<file path="src/rtl/memory_stage.sv">
// MEM pipeline stage: issues data-memory accesses, waits for the bus, formats loads, registers the writeback bundle.
// Optional MEM_MISALIGN_TRAP_EN adds out_misaligned and blocks misaligned accesses from the bus.
module memory_stage #(
  parameter int unsigned TIMEOUT_CYCLES = 255
) (
  input  logic        clk,
  input  logic        rst,
  input  logic        in_valid,
  output logic        stall,
  input  logic [31:0] result_alu,
  input  logic [31:0] store_data,
  input  logic        MemRead,
  input  logic        MemWrite,
  input  logic [1:0]  MemSize,
  input  logic        MemSigned,
  input  logic        MemToReg,
  input  logic        in_RegWrite,
  input  logic [4:0]  in_RegDest,
  input  logic        in_PCSrc,
  output logic        mem_req,
  output logic        mem_we,
  output logic [31:0] mem_addr,
  output logic [31:0] mem_wdata,
  output logic [3:0]  mem_wstrb,
  input  logic        mem_ready,
  input  logic [31:0] mem_rdata,
  output logic        out_valid,
  output logic        mem_done,
  output logic [31:0] data_mem,
  output logic [31:0] out_result_alu,
  output logic        out_MemToReg,
  output logic        out_RegWrite,
  output logic [4:0]  out_RegDest,
  output logic        out_PCSrc,
  output logic        mem_err
`ifdef MEM_MISALIGN_TRAP_EN
  ,
  output logic        out_misaligned
`endif
);

  typedef enum logic {S_IDLE, S_WAIT} state_t;

  localparam logic [15:0] TO_LAST = 16'(TIMEOUT_CYCLES - 1);

  state_t      state, state_nxt;
  logic [15:0] tcnt;
  logic        is_load, is_store, mem_op, mis, accept_mem, timeout_hit;
  logic [31:0] wdata_f, rdata_f;
  logic [3:0]  wstrb_f;
  logic [7:0]  byte_sel;
  logic [15:0] half_sel;

  logic [31:0] lat_result;
  logic        lat_memtoreg, lat_regwrite, lat_pcsrc, lat_signed, lat_load;
  logic [4:0]  lat_regdest;
  logic [1:0]  lat_off, lat_size;

  assign is_load  = MemRead;
  assign is_store = MemWrite & ~MemRead;
  assign mem_op   = MemRead | MemWrite;

`ifdef MEM_MISALIGN_TRAP_EN
  assign mis = mem_op & (((MemSize == 2'b01) & result_alu[0]) |
                         (MemSize[1] & (result_alu[1:0] != 2'b00)));
`else
  assign mis = 1'b0;
`endif

  assign accept_mem  = (state == S_IDLE) & in_valid & mem_op & ~mis;
  assign stall       = (state == S_WAIT) | accept_mem;
  assign timeout_hit = (tcnt == TO_LAST);

  always_comb begin
    wdata_f = store_data;
    wstrb_f = 4'b1111;
    case (MemSize)
      2'b00: begin
        wdata_f = {4{store_data[7:0]}};
        wstrb_f = 4'b0001 << result_alu[1:0];
      end
      2'b01: begin
        wdata_f = {2{store_data[15:0]}};
        wstrb_f = result_alu[1] ? 4'b1100 : 4'b0011;
      end
      default: ;
    endcase
    if (!is_store) begin
      wdata_f = '0;
      wstrb_f = '0;
    end
  end

  always_comb begin
    byte_sel = mem_rdata[{lat_off, 3'b000} +: 8];
    half_sel = lat_off[1] ? mem_rdata[31:16] : mem_rdata[15:0];
    case (lat_size)
      2'b00:   rdata_f = {{24{lat_signed & byte_sel[7]}}, byte_sel};
      2'b01:   rdata_f = {{16{lat_signed & half_sel[15]}}, half_sel};
      default: rdata_f = mem_rdata;
    endcase
    if (!lat_load) rdata_f = '0;
  end

  always_comb begin
    state_nxt = state;
    case (state)
      S_IDLE:  if (accept_mem) state_nxt = S_WAIT;
      S_WAIT:  if (mem_ready || timeout_hit) state_nxt = S_IDLE;
      default: state_nxt = S_IDLE;
    endcase
  end

  always_ff @(posedge clk or negedge rst) begin
    if (!rst) state <= S_IDLE;
    else      state <= state_nxt;
  end

  always_ff @(posedge clk or negedge rst) begin
    if (!rst) begin
      tcnt           <= '0;
      mem_req        <= 1'b0;
      mem_we         <= 1'b0;
      mem_addr       <= '0;
      mem_wdata      <= '0;
      mem_wstrb      <= '0;
      out_valid      <= 1'b0;
      mem_done       <= 1'b0;
      mem_err        <= 1'b0;
      data_mem       <= '0;
      out_result_alu <= '0;
      out_MemToReg   <= 1'b0;
      out_RegWrite   <= 1'b0;
      out_RegDest    <= '0;
      out_PCSrc      <= 1'b0;
      lat_result     <= '0;
      lat_memtoreg   <= 1'b0;
      lat_regwrite   <= 1'b0;
      lat_regdest    <= '0;
      lat_pcsrc      <= 1'b0;
      lat_off        <= '0;
      lat_size       <= '0;
      lat_signed     <= 1'b0;
      lat_load       <= 1'b0;
`ifdef MEM_MISALIGN_TRAP_EN
      out_misaligned <= 1'b0;
`endif
    end else begin
      // Pulse-type outputs default low; bundle data fields hold between valids.
      out_valid    <= 1'b0;
      mem_done     <= 1'b0;
      mem_err      <= 1'b0;
      out_RegWrite <= 1'b0;
`ifdef MEM_MISALIGN_TRAP_EN
      out_misaligned <= 1'b0;
`endif
      case (state)
        S_IDLE: begin
          if (accept_mem) begin
            tcnt         <= '0;
            mem_req      <= 1'b1;
            mem_we       <= is_store;
            mem_addr     <= {result_alu[31:2], 2'b00};
            mem_wdata    <= wdata_f;
            mem_wstrb    <= wstrb_f;
            lat_result   <= result_alu;
            lat_memtoreg <= MemToReg;
            lat_regwrite <= in_RegWrite;
            lat_regdest  <= in_RegDest;
            lat_pcsrc    <= in_PCSrc;
            lat_off      <= result_alu[1:0];
            lat_size     <= MemSize;
            lat_signed   <= MemSigned;
            lat_load     <= is_load;
          end else if (in_valid) begin
            out_valid      <= 1'b1;
            data_mem       <= '0;
            out_result_alu <= result_alu;
            out_MemToReg   <= MemToReg;
            out_RegWrite   <= in_RegWrite & ~mis;
            out_RegDest    <= in_RegDest;
            out_PCSrc      <= in_PCSrc;
`ifdef MEM_MISALIGN_TRAP_EN
            out_misaligned <= mis;
`endif
          end
        end
        S_WAIT: begin
          if (mem_ready || timeout_hit) begin
            tcnt           <= '0;
            mem_req        <= 1'b0;
            out_valid      <= 1'b1;
            mem_done       <= mem_ready;
            mem_err        <= ~mem_ready;
            data_mem       <= mem_ready ? rdata_f : '0;
            out_result_alu <= lat_result;
            out_MemToReg   <= lat_memtoreg;
            out_RegWrite   <= lat_regwrite & mem_ready;
            out_RegDest    <= lat_regdest;
            out_PCSrc      <= lat_pcsrc;
          end else begin
            tcnt <= tcnt + 16'd1;
          end
        end
        default: ;
      endcase
    end
  end

endmodule

</file>
<file path="config.mk">
export PLATFORM = sky130hd
export DESIGN_NAME = memory_stage
export DESIGN_NICKNAME = d
export VERILOG_FILES = /design/src/rtl/memory_stage.sv
export SDC_FILE = /design/constraint.sdc
export NUM_CORES = 1
export LEC_CHECK = 0
export CORE_MARGIN = 8
export CORE_UTILIZATION = 42
export CTS_CLUSTER_DIAMETER = 30
export CTS_CLUSTER_SIZE = 8
export DETAILED_ROUTE_END_ITERATION = 6
export PLACE_DENSITY = 0.74
export SYNTH_ARGS = -nofsm -noshare
export SYNTH_HDL_FRONTEND = slang
export SYNTH_SLANG_ARGS = --single-unit
</file>
<file path="constraint.sdc">
create_clock -name clk -period 1.8 [get_ports clk]
set_input_delay 0.18 -clock clk [delete_from_list [all_inputs] [get_ports clk]]
set_output_delay 0.18 -clock clk [all_outputs]
set_load 0.02 [all_outputs]
</file>
==> flow_metrics.py, run 1 <==
metrics = {
    "global_route": {
        "grt_pass1_vias": 6880,
        "antenna_found_initial": 1,
        "grtUsageTotal": 0.205,
        "grt_max_degree": 66,
        "grt_pass1_wl_um": 38700,
        "grt_overflow": 0,
    },
    "synthesis": {
        "synth_cell_types": 52,
        "ys_warn_count": 0,
        "synth_edf_count": 0,
        "synth_flop_cell": "dfrtp_1",
        "synthArstFlopShare": 1.00,
        "synthesis.area_mm2": 0.00804,
        "synth.yosys.seq_area_share": 0.541,
        "syn_inst": 689,
        "synth_area_leader_cell": "dfrtp_1",
        "netlist.area_leader.share": 0.541,
        "synth.area.top_cells": "dfrtp_1 (54%), mux2_2 (7.8%), o221a_2 (5.5%)",
        "synth_seq_cells": 174,
        "avgSynthCellArea_um2": 11.7,
    },
    "clock_network": {
        "numCtsBuffers": 17,
        "cts_root_buf": "clkbuf_16",
        "clk_pin_slew_ns": 0.06,
        "cts_sinks": 174,
        "cts.path.max_buffers": 2,
        "h-tree-depth": 4,
        "clock_latency_ns": 0.42,
        "cts_tree": "yes",
    },
    "status": {
        "outcome": "complete, but fails checks",
        "violations": "negative setup slack",
    },
    "place": {
        "hpwl_um": 17900,
        "dpl_worst_slack_ns": -0.123,
        "gp_congestion": 0.827,
        "placement.io_buffers": 256,
    },
    "final_layout": {
        "finalNetCount": 1098,
        "final_common_cell": "clkdlybuf4s50_1",
        "area_growth_pct": 49.3,
        "layout_common_cells": "clkdlybuf4s50_1 (254), dfrtp_1 (174), mux2_2 (56)",
        "drive_above_1_share": 0.218,
        "n_antenna_cell": 0,
    },
    "pwr": {
        "irDropWorstVdd_uv": 679,
        "total_power_w": 0.0142,
        "power_leakage_nw": 5.03,
        "power_density_mw_per_mm2": 1180,
    },
    "routing": {
        "drt_iter0_markers": 398,
        "drt-met1-wl_um": 10600,
        "dr_wl_met2_um": 11500,
        "dr_wl_met3_um": 2300,
        "post-route-drc-count": 0,
        "final_antenna_net_count": 0,
        "dr.max_layer_used": "met5",
        "vias_per_cell": 5.49,
        "wl_per_cell_um": 20.2,
        "drtPass1Iterations": 4,
        "totalWireLength_um": 24800,
        "vias": 6752,
    },
    "sta": {
        "hold_ws_ns": 0.283,
        "finalWorstSetupSlack_ns": -0.118,
        "slew_viol_final": 0,
        "setup_viol": 61,
        "slew_headroom": 0.658,
        "worst_pin_slew_ns": 0.513,
        "max_freq_mhz": 521,
        "finalCritPeriodShare": 1.07,
        "finalClockSkew_ns": 0.00989,
        "fin_crit_ns": 1.92,
        "hold_viol_final": 0,
        "rsz0062_at_grt": "yes",
    },
    "floorplan": {
        "rows": 50,
        "die_x_um": 154,
        "core_mm2": 0.0188,
        "start_util": 0.429,
        "die_h_um": 154,
        "die-area_mm2": 0.0238,
        "io_pins": 259,
    },
    "critical_path": {
        "end_kind": "flip-flop",
        "critPathKind": "flip-flop to flip-flop",
        "start_kind": "flip-flop",
        "required_ns": 2.10,
        "critPathMaxFanout": 6,
        "arrival_ns": 2.22,
    },
    "hold_path": {
        "min_path_type": "input pin to asynchronous set/reset pin",
    },
    "job": {
        "maxCapViolCount": 0,
    },
}
cell usage after synthesis, types with 3 or more instances:
library cell  count
o21ai_0          50
nor2b_1          31
o2bb2ai_1         7
a221o_1          16
o221a_2          39
dfrtp_1         174
mux2_2           56
or3_1            38
nor2_1           10
a41oi_1           3
buf_4             6
mux2i_1          20
a22o_1           18
a21oi_1          29
and3_1            4
nand3_1           8
clkbuf_1         26
inv_1             7
nand2b_1         15
nand4_1           6
nand3b_1          3
nand2_1          50
a31oi_1          11
buf_2            18
and4_1            4
buf_6             4
cells by family (layout without fill, tap and decap cells):
group,count (synthesis),after routing,share of synthesized area
buffers and inverters,65,370,0.0397
adders and majority gates,2,2,0.00311
AOI/OAI and AO/OA,186,186,0.178
other,1,2,0.000466
DFF,174,174,0.541
muxes,77,77,0.106
and+or+nand+nor,184,184,0.131
cell type report:
type / count / area (µm²)
clock buffers: 19 / 443
clock inverters: 12 / 113
fillers: 1484 / 6760
inverters: 9 / 33.8
multi-input cells: 451 / 3410
flip-flops and latches: 174 / 4350
well taps: 234 / 293
repair buffers: 330 / 3360
registers in the layout, summed over array words and instances, names as in the netlist, 4 cells and up:
register        cells
mem_wstrb           4
tcnt               16
mem_wdata          32
data_mem           32
lat_regdest         5
out_result_alu     32
lat_result         32
out_RegDest         5
report_power, final:
part | switching, W | internal (W)
combinational | 0.00250 | 0.00275
sequential | 0.000599 | 0.00479
clock | 0.00158 | 0.00195
total | 0.00468 | 0.00950
path summary, 6_finish.rpt:
check | to | slack (ns) | depth (start not counted) | start
min in group clk | mem_wdata[30] | 0.35 | 3 | store_data[30]
worst max register to register | data_mem[30] | -0.12 | 7 | tcnt[0]
worst min-delay path | mem_err | 0.28 | 2 | rst
worst min register to register | mem_wstrb[3] | 0.47 | 2 | mem_wstrb[3]
worst max-delay path | data_mem[30] | -0.12 | 7 | tcnt[0]
max in group asynchronous | mem_wstrb[0] | 0.82 | 3 | rst
critical path: stages (launching register included):
cell and delay [ns]:
dfrtp_1 0.40, inv_2 0.07, ha_4 0.12, nor4b_4 0.21, a41oi_2 0.20, o21a_4 0.31
clkbuf_16 0.17, a221o_1 0.33
timing repair:
item | CTS | global route
setup endpoints to repair | 62 | 83
endpoints found under the hold margin | 39 | 0
hold buffers | 1 | 0
buffers inserted | 1 | 2
gates resized for setup | 2 | 4
pin swaps | 2 | 20
gates cloned | 0 | 3
per-stage QoR:
stage	util	cell area, µm²	TNS [ns]	cells
3_5_place_dp	0.605	11300	-6.26	1193
5_1_grt	0.640	12000	-7.44	1229
4_1_cts	0.636	11900	-2.41	1226
3_3_place_gp	0.605	11300	-5.06	1193
6_report	0.640	12000	-4.04	1229
2_1_floorplan	-	8050	-1.61	690
per-layer routing:
metal / vias up / track usage
met5: - / 0
met4: 2 / 0.0630
met3: 32 / 0.0769
met2: 242 / 0.322
met1: 3307 / 0.257
li1: 3169 / -
Power figures use the tool's default switching activity.
==> inputs of run 2 (changes only) <==
--- a/config.mk
+++ b/config.mk
@@ -8,7 +8,7 @@
 export CORE_MARGIN = 8
 export CORE_UTILIZATION = 42
 export CTS_CLUSTER_DIAMETER = 30
-export CTS_CLUSTER_SIZE = 8
+export CTS_CLUSTER_SIZE = 28
 export DETAILED_ROUTE_END_ITERATION = 6
 export PLACE_DENSITY = 0.74
 export SYNTH_ARGS = -nofsm -noshare
==> results of run 2 <==
The final DEF is identical to that of run 1; final timing and power are the same.
==> inputs of run 3 (changes only) <==
--- a/config.mk
+++ b/config.mk
@@ -5,7 +5,6 @@
 export SDC_FILE = /design/constraint.sdc
 export NUM_CORES = 1
 export LEC_CHECK = 0
-export CORE_MARGIN = 8
 export CORE_UTILIZATION = 42
 export CTS_CLUSTER_DIAMETER = 30
 export CTS_CLUSTER_SIZE = 28
==> run 3 against run 2 <==
Effect of this change:
- clock power up 8.5%
- largest power group unchanged
- worst setup slack better by 0.051 ns
- count of clock-buffer cells in the layout rose by 3
- via count up 0.62%
- sequential share of layout area is 0.52 points lower
- the flow still finishes with violations (negative setup slack)
- utilization grew 0.95 points
- register-to-register slack improved by 0.05 ns
==> flow_metrics.py, run 3 (same netlist as run 1, synthesis figures left out) <==
metrics = {
    "sta": {
        "rsz0062_at_grt": "yes",
        "finalCritPeriodShare": 1.04,
        "setup_viol": 19,
        "hold_ws_ns": 0.267,
        "slew_headroom": 0.599,
        "max_freq_mhz": 536,
        "finalWorstSetupSlack_ns": -0.0673,
        "fin_crit_ns": 1.87,
        "worst_pin_slew_ns": 0.601,
        "hold_viol_final": 0,
        "slew_viol_final": 0,
        "finalClockSkew_ns": 0.0107,
    },
    "routing": {
        "totalWireLength_um": 23600,
        "final_antenna_net_count": 0,
        "drt_iter0_markers": 335,
        "drtPass1Iterations": 5,
        "vias_per_cell": 5.49,
        "vias": 6794,
        "wl_per_cell_um": 19.1,
        "post-route-drc-count": 0,
    },
    "critical_path": {
        "r2r_start": "tcnt[0]",
        "end_kind": "flip-flop",
        "required_ns": 2.10,
        "arrival_ns": 2.16,
        "setup.worst_path.start": "tcnt[0]",
        "critPathKind": "flip-flop to flip-flop",
        "start_kind": "flip-flop",
        "critPathMaxFanout": 20,
    },
    "floorplan": {
        "die_h_um": 140,
        "die-area_mm2": 0.0197,
        "core_mm2": 0.0188,
        "io_pins": 259,
        "rows": 50,
        "die_x_um": 140,
        "start_util": 0.429,
    },
    "final_layout": {
        "finalNetCount": 1107,
        "drive_above_1_share": 0.230,
        "final_common_cell": "clkdlybuf4s50_1",
        "final_util": 0.649,
        "fill_cells": 1473,
        "area_growth_pct": 51.5,
        "layout_common_cells": "clkdlybuf4s50_1 (254), dfrtp_1 (173), buf_4 (62)",
    },
    "clock_network": {
        "cts_root_buf": "clkbuf_16",
        "numCtsBuffers": 17,
        "clock_latency_ns": 0.42,
        "cts.path.max_buffers": 2,
        "cts_tree": "yes",
        "h-tree-depth": 4,
        "cts_sinks": 174,
        "clk_pin_slew_ns": 0.06,
    },
    "global_route": {
        "grtUsageTotal": 0.244,
        "antenna_found_initial": 1,
        "grt_pass1_vias": 6803,
        "grt_pass1_wl_um": 37300,
        "grt_max_degree": 52,
        "grt_overflow": 0,
    },
    "hold_path": {
        "min_path_type": "input pin to asynchronous set/reset pin",
    },
    "place": {
        "gp_congestion": 0.877,
        "hpwl_um": 16500,
        "placement.io_buffers": 256,
    },
    "status": {
        "outcome": "complete, but fails checks",
        "violations": "negative setup slack",
    },
    "pwr": {
        "irDropWorstVdd_uv": 713,
        "power_leakage_nw": 5.12,
        "power_density_mw_per_mm2": 1180,
    },
    "job": {
        "maxCapViolCount": 0,
    },
}
-- run 3: cell types whose count changed in the layout (fill, tap and decap cells not counted), sizes merged --
cell / before / now
diode: 0 / 1
buf: 72 / 81
bufinv: 1 / 3
inv: 13 / 11
clkbuf: 21 / 24
clkinvlp: 2 / 1
clkinv: 5 / 2
-- run 3: repair_timing --
| action | 4_1_cts | 5_1_grt |
|---|---|---|
| endpoints found under the hold margin | 42 | 0 |
| gates cloned | 0 | 3 |
| gates resized for setup | 2 | 14 |
| setup endpoints to repair | 23 | 76 |
| buffers inserted | 1 | 2 |
| hold buffers | 1 | 0 |
| pin swaps | 1 | 6 |
-- run 3: worst max-delay path: stages, from the launching register on --
cell and delay, ns:
dfrtp_1 0.37, inv_1 0.06, ha_1 0.16, nor4b_4 0.22, a41oi_2 0.17, o21a_4 0.26
buf_12 0.15, a221o_1 0.35
-- run 3: path summary, 6_finish.rpt --
check / endpoint / slack [ns] / cells after the start
worst max-delay path: data_mem[26] / -0.07 / 7
worst min-delay path: data_mem[27] / 0.27 / 2
worst max register to register: data_mem[26] / -0.07 / 7
worst min register to register: mem_wstrb[1] / 0.47 / 2
max in group asynchronous: state / 0.90 / 3
min in group clk: mem_wdata[24] / 0.37 / 3
-- run 3: metrics by stage --
step | cells | total power (W) | instance area (µm²) | worst slack [ns] | TNS, ns
final | 1238 | 0.0144 | 12200 | -0.0673 | -0.922
after global routing | 1238 | 0.0151 | 12200 | -0.166 | -7.46
after CTS | 1232 | 0.0145 | 12000 | -0.0665 | -0.788
after detailed placement | 1200 | 0.0106 | 11400 | -0.143 | -7.10
after global placement | 1200 | 0.0106 | 11400 | -0.0755 | -4.49
after floorplan | 690 | 0.00789 | 8050 | -0.0788 | -1.61
-- run 3: final cells by class --
class / instances / area [µm²] / area share
clock inverters: 8 / 129 / 0.0106
multi-input cells: 451 / 3450 / 0.283
clock buffers: 22 / 484 / 0.0397
inverters: 9 / 33.8 / 0.00277
well taps: 234 / 293 / 0.0240
flip-flops and latches: 174 / 4360 / 0.357
repair buffers: 339 / 3440 / 0.282
diodes: 1 / 2.50 / 0.000205
-- run 3: power breakdown --
part / leakage, nW / total, W / switching, W / internal [W]
clock: 0.299 / 0.00383 / 0.00150 / 0.00233
sequential: 2.16 / 0.00539 / 0.000594 / 0.00480
combinational: 2.66 / 0.00522 / 0.00247 / 0.00276
-- run 3: per-layer routing --
| layer | vias to the layer above | global-route usage | wire (µm) |
|---|---|---|---|
| met3 | 27 | 0.0745 | 1810 |
| met4 | 0 | 0.0868 | 497 |
| met1 | 3342 | 0.315 | 10100 |
| li1 | 3175 | - | - |
| met2 | 250 | 0.387 | 11200 |
| met5 | - | 0 | 0 |
